$ cat src/rtl/core_seq_pkg.sv
// Shared types and constants for the core sequencer slice.
package core_seq_pkg;

  typedef enum logic [2:0] {
    ST_IDLE       = 3'd0,
    ST_FETCH_REQ  = 3'd1,
    ST_FETCH_WAIT = 3'd2,
    ST_EXEC       = 3'd3,
    ST_WB         = 3'd4,
    ST_HALT       = 3'd5,
    ST_ERROR      = 3'd6
  } seq_state_e;

  // addi x0, x0, 0 -- filler instruction for benches and idle memories
  localparam logic [31:0] NOP_INST = 32'h0000_0013;

  localparam int DEFAULT_TIMEOUT = 255;
  localparam int DEFAULT_CNT_W   = 32;

  // True in the states that make forward progress on an instruction
  function automatic logic is_active_state(seq_state_e s);
    return (s == ST_FETCH_REQ) || (s == ST_FETCH_WAIT) ||
           (s == ST_EXEC) || (s == ST_WB);
  endfunction

endpackage

$ cat src/rtl/core_seq_ctrl_if.sv
// Instruction-memory request/response channel between sequencer and memory.
interface core_seq_ctrl_if;

  logic        req_valid;
  logic        req_ready;
  logic [31:0] req_addr;
  logic        rsp_valid;
  logic [31:0] rsp_data;

  modport master (
    output req_valid,
    output req_addr,
    input  req_ready,
    input  rsp_valid,
    input  rsp_data
  );

  modport slave (
    input  req_valid,
    input  req_addr,
    output req_ready,
    output rsp_valid,
    output rsp_data
  );

endinterface

$ cat src/rtl/sat_counter.sv
// Up-counter that sticks at its maximum value instead of wrapping.
module sat_counter #(
  parameter int W = 32
) (
  input  logic         clk,
  input  logic         rst,
  input  logic         inc,
  input  logic         clr,
  output logic [W-1:0] count
);

  logic [W-1:0] count_q;
  logic [W-1:0] count_d;

  // Next count: clear has priority, increment only while below all-ones
  always_comb begin
    count_d = count_q;
    if (clr) begin
      count_d = '0;
    end else if (inc && (count_q != {W{1'b1}})) begin
      count_d = count_q + W'(1);
    end
  end

  // Count register, cleared immediately by the active-low reset
  always_ff @(posedge clk or negedge rst) begin
    if (!rst) begin
      count_q <= '0;
    end else begin
      count_q <= count_d;
    end
  end

  assign count = count_q;

endmodule

$ cat src/rtl/core_seq_ctrl.sv
// Multi-cycle fetch/execute/writeback sequencer for the RV core datapath.
// Owns the fetch handshake, fetch timeout, halt and the perf counters.
module core_seq_ctrl
  import core_seq_pkg::*;
#(
  parameter int TIMEOUT = DEFAULT_TIMEOUT,
  parameter int CNT_W   = DEFAULT_CNT_W
) (
  input  logic             clk,
  input  logic             rst,
  input  logic [31:0]      pc_in,
  core_seq_ctrl_if.master  imem,
  output logic [31:0]      inst,
  output logic             inst_valid,
  input  logic             wb_req,
  input  logic             stop,
  output logic             pc_we,
  output logic             rf_we,
  output logic             halted,
  output logic             fetch_err,
  output logic [CNT_W-1:0] cycle_cnt,
  output logic [CNT_W-1:0] instret
);

  localparam int TW = $clog2(TIMEOUT + 1);
  localparam logic [TW-1:0] TIMER_LAST = TW'(TIMEOUT - 1);

  seq_state_e  state_q;
  seq_state_e  state_d;
  logic [TW-1:0] timer_q;
  logic [TW-1:0] timer_d;
  logic [31:0] addr_q;
  logic [31:0] addr_d;
  logic [31:0] inst_q;
  logic [31:0] inst_d;
  logic        fetch_expired;
  logic        cycle_inc;
  logic        retire_inc;

  // Next-state, fetch timer, fetch address and instruction register updates
  always_comb begin
    state_d       = state_q;
    timer_d       = timer_q;
    addr_d        = addr_q;
    inst_d        = inst_q;
    fetch_expired = (timer_q == TIMER_LAST);

    unique case (state_q)
      ST_IDLE: begin
        state_d = ST_FETCH_REQ;
        timer_d = '0;
        addr_d  = pc_in;
      end
      ST_FETCH_REQ: begin
        // A response cannot arrive before accept, so expiry here is fatal
        if (fetch_expired) begin
          state_d = ST_ERROR;
        end else begin
          timer_d = timer_q + TW'(1);
          if (imem.req_ready) begin
            state_d = ST_FETCH_WAIT;
          end
        end
      end
      ST_FETCH_WAIT: begin
        // A response in the expiry cycle still completes the fetch
        if (imem.rsp_valid) begin
          inst_d  = imem.rsp_data;
          state_d = ST_EXEC;
        end else if (fetch_expired) begin
          state_d = ST_ERROR;
        end else begin
          timer_d = timer_q + TW'(1);
        end
      end
      ST_EXEC: begin
        state_d = stop ? ST_HALT : ST_WB;
      end
      ST_WB: begin
        state_d = ST_FETCH_REQ;
        timer_d = '0;
        addr_d  = pc_in;
      end
      ST_HALT: begin
        state_d = ST_HALT;
      end
      ST_ERROR: begin
        state_d = ST_ERROR;
      end
      default: begin
        state_d = ST_IDLE;
      end
    endcase
  end

  // Sequencer registers, all returned to idle/zero by the active-low reset
  always_ff @(posedge clk or negedge rst) begin
    if (!rst) begin
      state_q <= ST_IDLE;
      timer_q <= '0;
      addr_q  <= '0;
      inst_q  <= '0;
    end else begin
      state_q <= state_d;
      timer_q <= timer_d;
      addr_q  <= addr_d;
      inst_q  <= inst_d;
    end
  end

  // Control outputs decoded from the current state only
  always_comb begin
    imem.req_valid = 1'b0;
    inst_valid     = 1'b0;
    pc_we          = 1'b0;
    rf_we          = 1'b0;
    halted         = 1'b0;
    fetch_err      = 1'b0;
    cycle_inc      = is_active_state(state_q);
    retire_inc     = 1'b0;

    unique case (state_q)
      ST_FETCH_REQ: imem.req_valid = 1'b1;
      ST_EXEC: begin
        inst_valid = 1'b1;
        retire_inc = stop;
      end
      ST_WB: begin
        pc_we      = 1'b1;
        rf_we      = wb_req;
        retire_inc = 1'b1;
      end
      ST_HALT: halted = 1'b1;
      ST_ERROR: begin
        halted    = 1'b1;
        fetch_err = 1'b1;
      end
      default: begin
        imem.req_valid = 1'b0;
      end
    endcase
  end

  assign imem.req_addr = addr_q;
  assign inst          = inst_q;

  sat_counter #(.W(CNT_W)) u_cycle_cnt (
    .clk   (clk),
    .rst   (rst),
    .inc   (cycle_inc),
    .clr   (1'b0),
    .count (cycle_cnt)
  );

  sat_counter #(.W(CNT_W)) u_instret (
    .clk   (clk),
    .rst   (rst),
    .inc   (retire_inc),
    .clr   (1'b0),
    .count (instret)
  );

endmodule

$ cat src/flat_wrapper.sv
// flat-port wrapper written by rule: the top's interface ports become plain ports
module core_seq_ctrl_flat import core_seq_pkg::*;
#(
  parameter int TIMEOUT = DEFAULT_TIMEOUT,
  parameter int CNT_W   = DEFAULT_CNT_W
)
  (clk, rst, pc_in, inst, inst_valid, wb_req, stop, pc_we, rf_we, halted, fetch_err, cycle_cnt, instret, imem_req_valid, imem_req_addr, imem_req_ready, imem_rsp_valid, imem_rsp_data);
  core_seq_ctrl_if imem_i ();
  input  logic clk;
  input  logic rst;
  input  logic [31:0] pc_in;
  output logic [31:0] inst;
  output logic inst_valid;
  input  logic wb_req;
  input  logic stop;
  output logic pc_we;
  output logic rf_we;
  output logic halted;
  output logic fetch_err;
  output logic [CNT_W-1:0] cycle_cnt;
  output logic [CNT_W-1:0] instret;
  output wire logic [$bits(imem_i.req_valid)-1:0] imem_req_valid;
  output wire logic [$bits(imem_i.req_addr)-1:0] imem_req_addr;
  input wire logic [$bits(imem_i.req_ready)-1:0] imem_req_ready;
  input wire logic [$bits(imem_i.rsp_valid)-1:0] imem_rsp_valid;
  input wire logic [$bits(imem_i.rsp_data)-1:0] imem_rsp_data;
  assign imem_req_valid = imem_i.req_valid;
  assign imem_req_addr = imem_i.req_addr;
  assign imem_i.req_ready = imem_req_ready;
  assign imem_i.rsp_valid = imem_rsp_valid;
  assign imem_i.rsp_data = imem_rsp_data;
  core_seq_ctrl #(.TIMEOUT(TIMEOUT), .CNT_W(CNT_W)) u_core (.clk(clk), .rst(rst), .pc_in(pc_in), .imem(imem_i), .inst(inst), .inst_valid(inst_valid), .wb_req(wb_req), .stop(stop), .pc_we(pc_we), .rf_we(rf_we), .halted(halted), .fetch_err(fetch_err), .cycle_cnt(cycle_cnt), .instret(instret));
endmodule
$ cat config.mk
export PLATFORM = sky130hd
export DESIGN_NAME = core_seq_ctrl_flat
export DESIGN_NICKNAME = d
export VERILOG_FILES = /design/src/rtl/core_seq_pkg.sv /design/src/rtl/core_seq_ctrl_if.sv /design/src/rtl/sat_counter.sv /design/src/rtl/core_seq_ctrl.sv /design/src/flat_wrapper.sv
export SDC_FILE = /design/constraint.sdc
export NUM_CORES = 1
export LEC_CHECK = 0
export CAP_MARGIN = 20
export CORE_AREA = 2 2 134 136
export CTS_BUF_LIST = sky130_fd_sc_hd__clkbuf_16
export DETAILED_ROUTE_END_ITERATION = 16
export DIE_AREA = 0 0 136 138
export PLACE_DENSITY_LB_ADDON = 0.15
export SLEW_MARGIN = 10
export SYNTH_ARGS = -nofsm -noshare
export SYNTH_HDL_FRONTEND = slang
export SYNTH_SLANG_ARGS = --single-unit
$ cat constraint.sdc
create_clock -name clk -period 6.82 [get_ports clk]
set_input_delay 1.023 -clock clk [delete_from_list [all_inputs] [get_ports clk]]
set_output_delay 1.023 -clock clk [all_outputs]
set_load 0.01 [all_outputs]
==> results.cfg, run 1 <==
[clocking]
cts-buffers-inserted = 17
cts_max_path_buffers = 2
clock-sinks = 139
cts_tree = done
cts_hold_buf = 0
postCtsSetupRepairBufs = 0
cts_resized = 0
htree_num_levels = 4
cts-root-buf = clkbuf_16
path_clk_slew_ns = 0.06
insertion_delay_ns = 0.41

[place]
post-place-ws_ns = 3.387
routabilityCongestion = 0.7977
portBuffers = 203
dp_hpwl_um = 10980

[yosys]
ys_ff_latch = 139
synth_area_um2 = 6292
yosysSeqAreaShare_pct = 55.28
synth_enable_flop_cells = 0
synth_top_area_share_pct = 55.28
ys.flop_type = dfrtp_1
yosys-top-cells-area = dfrtp_1 55%, mux2_2 12%, xnor2_1 5.3%
synthArstFlopShare_pct = 100.0
syn_avg_cell_area_um2 = 11.81
synthCells = 533
syn_nets = 607
yosys.area.top_type = dfrtp_1
ys_types = 52
yosys_warnings = 0

[cells_and_area]
seqCellArea_um2 = 3478
multi_input_area_um2 = 2706
area_growth_pct = 45.62
fillers = 1564
layout-drive-gt1-share_pct = 14.67
layout.cells.most_common_list = 202 x clkdlybuf4s50_1, 139 x dfrtp_1, 66 x mux2_2, 38 x xnor2_1, 36 x nand2_1
fin_nets = 811
diodes = 0
final_common_cell = clkdlybuf4s50_1

[timing]
setup_slack_ns = 2.986
finalCritPeriodShare_pct = 56.22
fin_setup_tns_ns = 0
finalHoldViolCount = 0
rsz0062_at_grt = false
tightest_slew_ns = 1.070
finalMaxSlewViolations = 0
skew_ns = 0.007340
setup_violations = 0
fmax_mhz = 260.8
relSlewSlack_pct = 28.48
whs_ns = 0.4929
fin_crit_ns = 3.834

[die]
die_w_um = 136
ioPinCount = 204
core_um2 = 17530
die_y_um = 138
rows = 49
die_area_um2 = 18770
initial_core_util_pct = 35.89

[global_routing]
grt_overflow = 0
first_global_vias = 5078
antenna_found_initial = 0
grt_pass1_wl_um = 25750
grt_max_degree = 75
grt_use_total_pct = 17.10

[power_and_ir_drop]
ir_worst_vdd_uv = 195.4
p_leak_nw = 3.751
total_power_mw = 3.475
powerDensity_nw_per_um2 = 379.2

[job]
maxCapViolCount = 0

[routing]
vias_per_cell = 5.042
drtIter0Drc = 228
wire_per_inst_um = 15.68
ant_nets = 0
routed_wl_um = 15350
firstDrtPassIters = 4
num_vias = 4936
route.detailed.drc = 0

[worst_hold_path]
min_path_type = register to register

[worst_setup_path]
critPathRequiredTime_ns = 5.80
startpoint_type = register
critPathMaxFanout = 38
end_kind = output port
worstSetupPathType = register to output port
arrival_ns = 2.81

[outcome]
status = completed
## kinds of logic after synthesis
group,synth area share [%]
and+or+nand+nor,16.98
DFF,55.28
muxes,12.29
xor gates and xnor gates,8.491
AOI/OAI and AO/OA,4.196
buffers and inverters,1.969
adders and majority gates,0.7954
## synth_stat cells (all sizes together) (2+ instances only)
cell / count
or2: 3
a31oi: 2
nor4b: 5
and3: 12
nand4: 29
buf: 8
nand3: 27
dfrtp: 139
o21ai: 4
or4: 3
mux2i: 3
a211oi: 3
clkbuf: 13
ha: 4
or3: 2
inv: 8
a41oi: 3
nor4: 12
nor3b: 4
xor2: 23
and2: 3
or4b: 2
nand2: 36
mux2: 66
xnor2: 38
a21oi: 15
a311oi: 2
nand2b: 2
nor2: 27
nand3b: 2
nand4b: 5
nor3: 16
## worst paths after layout
path	from	end	slack, ns	depth (start not counted)
setup reg to reg	u_core.state_q[0]	u_core.u_instret.count[29]	3.61	5
min in group asynchronous	rst	u_core.u_cycle_cnt.count[15]	0.59	1
hold reg to reg	u_core.u_cycle_cnt.count[21]	u_core.u_cycle_cnt.count[21]	0.49	1
hold / removal	u_core.u_cycle_cnt.count[21]	u_core.u_cycle_cnt.count[21]	0.49	1
setup / recovery	u_core.state_q[0]	rf_we	2.99	3
max in group asynchronous	rst	u_core.u_instret.count[30]	4.85	2
## power by group
group / switching [mW] / internal (mW)
clock: 0.340 / 0.605
sequential: 0.214 / 1.07
combinational: 0.500 / 0.743
## flip-flops by register name (all words and copies together), names as in the netlist
signal,flops
u_core.imem.req_addr,32
u_core.inst,32
u_core.state_q,3
u_core.timer_q,8
u_core.u_cycle_cnt.count,32
u_core.u_instret.count,32
## critical path, stage by stage (launching register included)
cell and delay [ns]:
dfrtp_1 0.65, nor2_4 0.95, and3_1 0.27, clkdlybuf4s50_1 0.53
## cell type report
| class | count | share of cell area [%] |
|---|---|---|
| Sequential cell | 139 | 37.96 |
| Multi-Input combinational cell | 365 | 29.54 |
| Timing Repair Buffer | 206 | 22.44 |
| Clock buffer | 17 | 4.643 |
| Tap cell | 229 | 3.127 |
| Clock inverter | 15 | 1.966 |
| Inverter | 8 | 0.3277 |
## metal layers
layer | share of wire [%] | vias to the layer above | global-route usage, %
li1 | - | 2332 | -
met1 | 42 | 2418 | 21.26
met2 | 49 | 160 | 27.56
met3 | 6.6 | 26 | 5.281
met4 | 2.2 | 0 | 7.018
met5 | 0 | - | 0
## per-stage QoR
stage          std cells  utilization, %  instance area, µm²
6_report             979           52.25                9163
5_1_grt              979           52.25                9163
4_1_cts              978           52.21                9155
3_5_place_dp         946           48.76                8549
3_3_place_gp         946           48.76                8549
2_1_floorplan        533               -                6292
Power figures use the tool's default switching activity.
==> run 2: changes to the inputs <==
==> constraint.sdc (replaced) <==
create_clock -name clk -period 3.8 [get_ports clk]
set_input_delay 0.57 -clock clk [delete_from_list [all_inputs] [get_ports clk]]
set_output_delay 0.57 -clock clk [all_outputs]
set_load 0.01 [all_outputs]
==> run 2 against run 1 <==
  * Routed wire length grew 1.4%
  * Critical endpoint is now fetch_err
  * Sequential cell count unchanged
  * Power increased by 78%
  * Count of clock-buffer cells in the layout did not move
==> results.cfg, run 2 (synthesis results as in run 1) <==
[place]
routabilityCongestion = 0.8426
dp.cells = 949
dp_hpwl_um = 11080
portBuffers = 203

[worst_setup_path]
critPathMaxFanout = 22
critPathRequiredTime_ns = 3.23
crit_path_max_incr_delay_ns = 0.86
arrival_ns = 2.32
startpoint_type = register
end_kind = output port
worstSetupPathType = register to output port
cp_slowest_cell = dfrtp_1
cp_cell_sequence = inv_1 > and3_1 > clkdlybuf4s50_1

[cells_and_area]
fin_nets = 813
final_common_cell = clkdlybuf4s50_1
area_growth_pct = 45.56
diodes = 0
layout.cells.most_common_list = 202 x clkdlybuf4s50_1, 139 x dfrtp_1, 66 x mux2_2, 38 x xnor2_1, 36 x nand2_1
instances_no_fill = 981
layout-drive-gt1-share_pct = 15.16

[routing]
vias_per_cell = 4.995
ant_nets = 0
route.detailed.drc = 0
num_vias = 4900
firstDrtPassIters = 4
routed_wl_um = 15560
drtIter0Drc = 289
wire_per_inst_um = 15.86

[clocking]
insertion_delay_ns = 0.42
postCtsSetupRepairBufs = 0
cts-buffers-inserted = 17
cts_tree = done
clock-sinks = 139
cts_resized = 0
htree_num_levels = 4
cts-root-buf = clkbuf_16
cts_max_path_buffers = 2
cts_hold_buf = 0
path_clk_slew_ns = 0.06

[die]
rows = 49
die_y_um = 138
die_area_um2 = 18770
ioPinCount = 204
die_w_um = 136
initial_core_util_pct = 35.89
core_um2 = 17530

[global_routing]
grt_overflow = 0
grt_pass1_wl_um = 25660
grt_max_degree = 93
first_global_vias = 5087
grt_use_total_pct = 17.02
antenna_found_initial = 0

[timing]
fmax_mhz = 346.0
fin_setup_tns_ns = 0
finalHoldViolCount = 0
skew_ns = 0.01052
fin_crit_ns = 2.890
relSlewSlack_pct = 41.80
finalCritPeriodShare_pct = 76.06
finalMaxSlewViolations = 0
setup_violations = 0
rsz0062_at_grt = false
tightest_slew_ns = 0.8635

[power_and_ir_drop]
powerDensity_nw_per_um2 = 674.0
ir_worst_vdd_uv = 354.0
p_leak_nw = 3.728

[job]
maxCapViolCount = 0

[worst_hold_path]
min_path_type = input port to asynchronous set/reset pin

[outcome]
status = completed
-- run 2: routing by layer --
metal / vias to the layer above / global-route usage, % / wire [µm]
li1: 2333 / - / -
met5: - / 0 / 0
met2: 144 / 26.58 / 7265
met3: 27 / 5.207 / 946
met1: 2396 / 22.11 / 6951
met4: 0 / 6.634 / 399
-- run 2: final cells by class --
class / count / area [µm²]
Sequential cell: 139 / 3478
Tap cell: 229 / 286.5
Fill cell: 1572 / 8376
Inverter: 8 / 30.03
Clock buffer: 17 / 425.4
Multi-Input combinational cell: 365 / 2706
Clock inverter: 15 / 148.9
Timing Repair Buffer: 208 / 2083
-- run 2: through the flow --
stage	util, %	worst slack [ns]	hold slack [ns]	cell area (µm²)	power [mW]
floorplan	-	1.512	0.2744	6292	3.360
global placement	48.96	1.064	0.4815	8584	4.541
detailed placement	48.96	1.033	0.4829	8584	4.611
CTS	52.23	0.8839	0.2668	9159	6.260
global route	52.23	0.7951	0.3029	9159	6.546
finish	52.23	0.9096	0.2264	9159	6.173
-- run 2: report_power, final --
group / total, mW / switching, mW / internal (mW)
logic: 2.27 / 0.923 / 1.35
clock network: 1.61 / 0.650 / 0.962
registers: 2.29 / 0.367 / 1.92
total: 6.17 / 1.94 / 4.23
-- run 2: worst paths after layout --
path | startpoint | to | slack [ns] | depth (start not counted)
max | u_core.state_q[0] | fetch_err | 0.91 | 3
min | rst | u_core.u_cycle_cnt.count[15] | 0.23 | 1
max reg2reg | u_core.u_instret.count[16] | u_core.u_instret.count[1] | 1.01 | 5
min reg2reg | u_core.u_cycle_cnt.count[21] | u_core.u_cycle_cnt.count[21] | 0.49 | 1
max in group asynchronous | rst | u_core.u_instret.count[11] | 2.79 | 2
min in group clk | u_core.u_cycle_cnt.count[21] | u_core.u_cycle_cnt.count[21] | 0.49 | 1
-- run 2: critical path, delay by kind of cell, from the launching register on --
kind                   cells  cell delay [ns]
flip-flops                 1             0.86
buffers and inverters      2             0.81
AND/OR/NAND/NOR            1             0.23
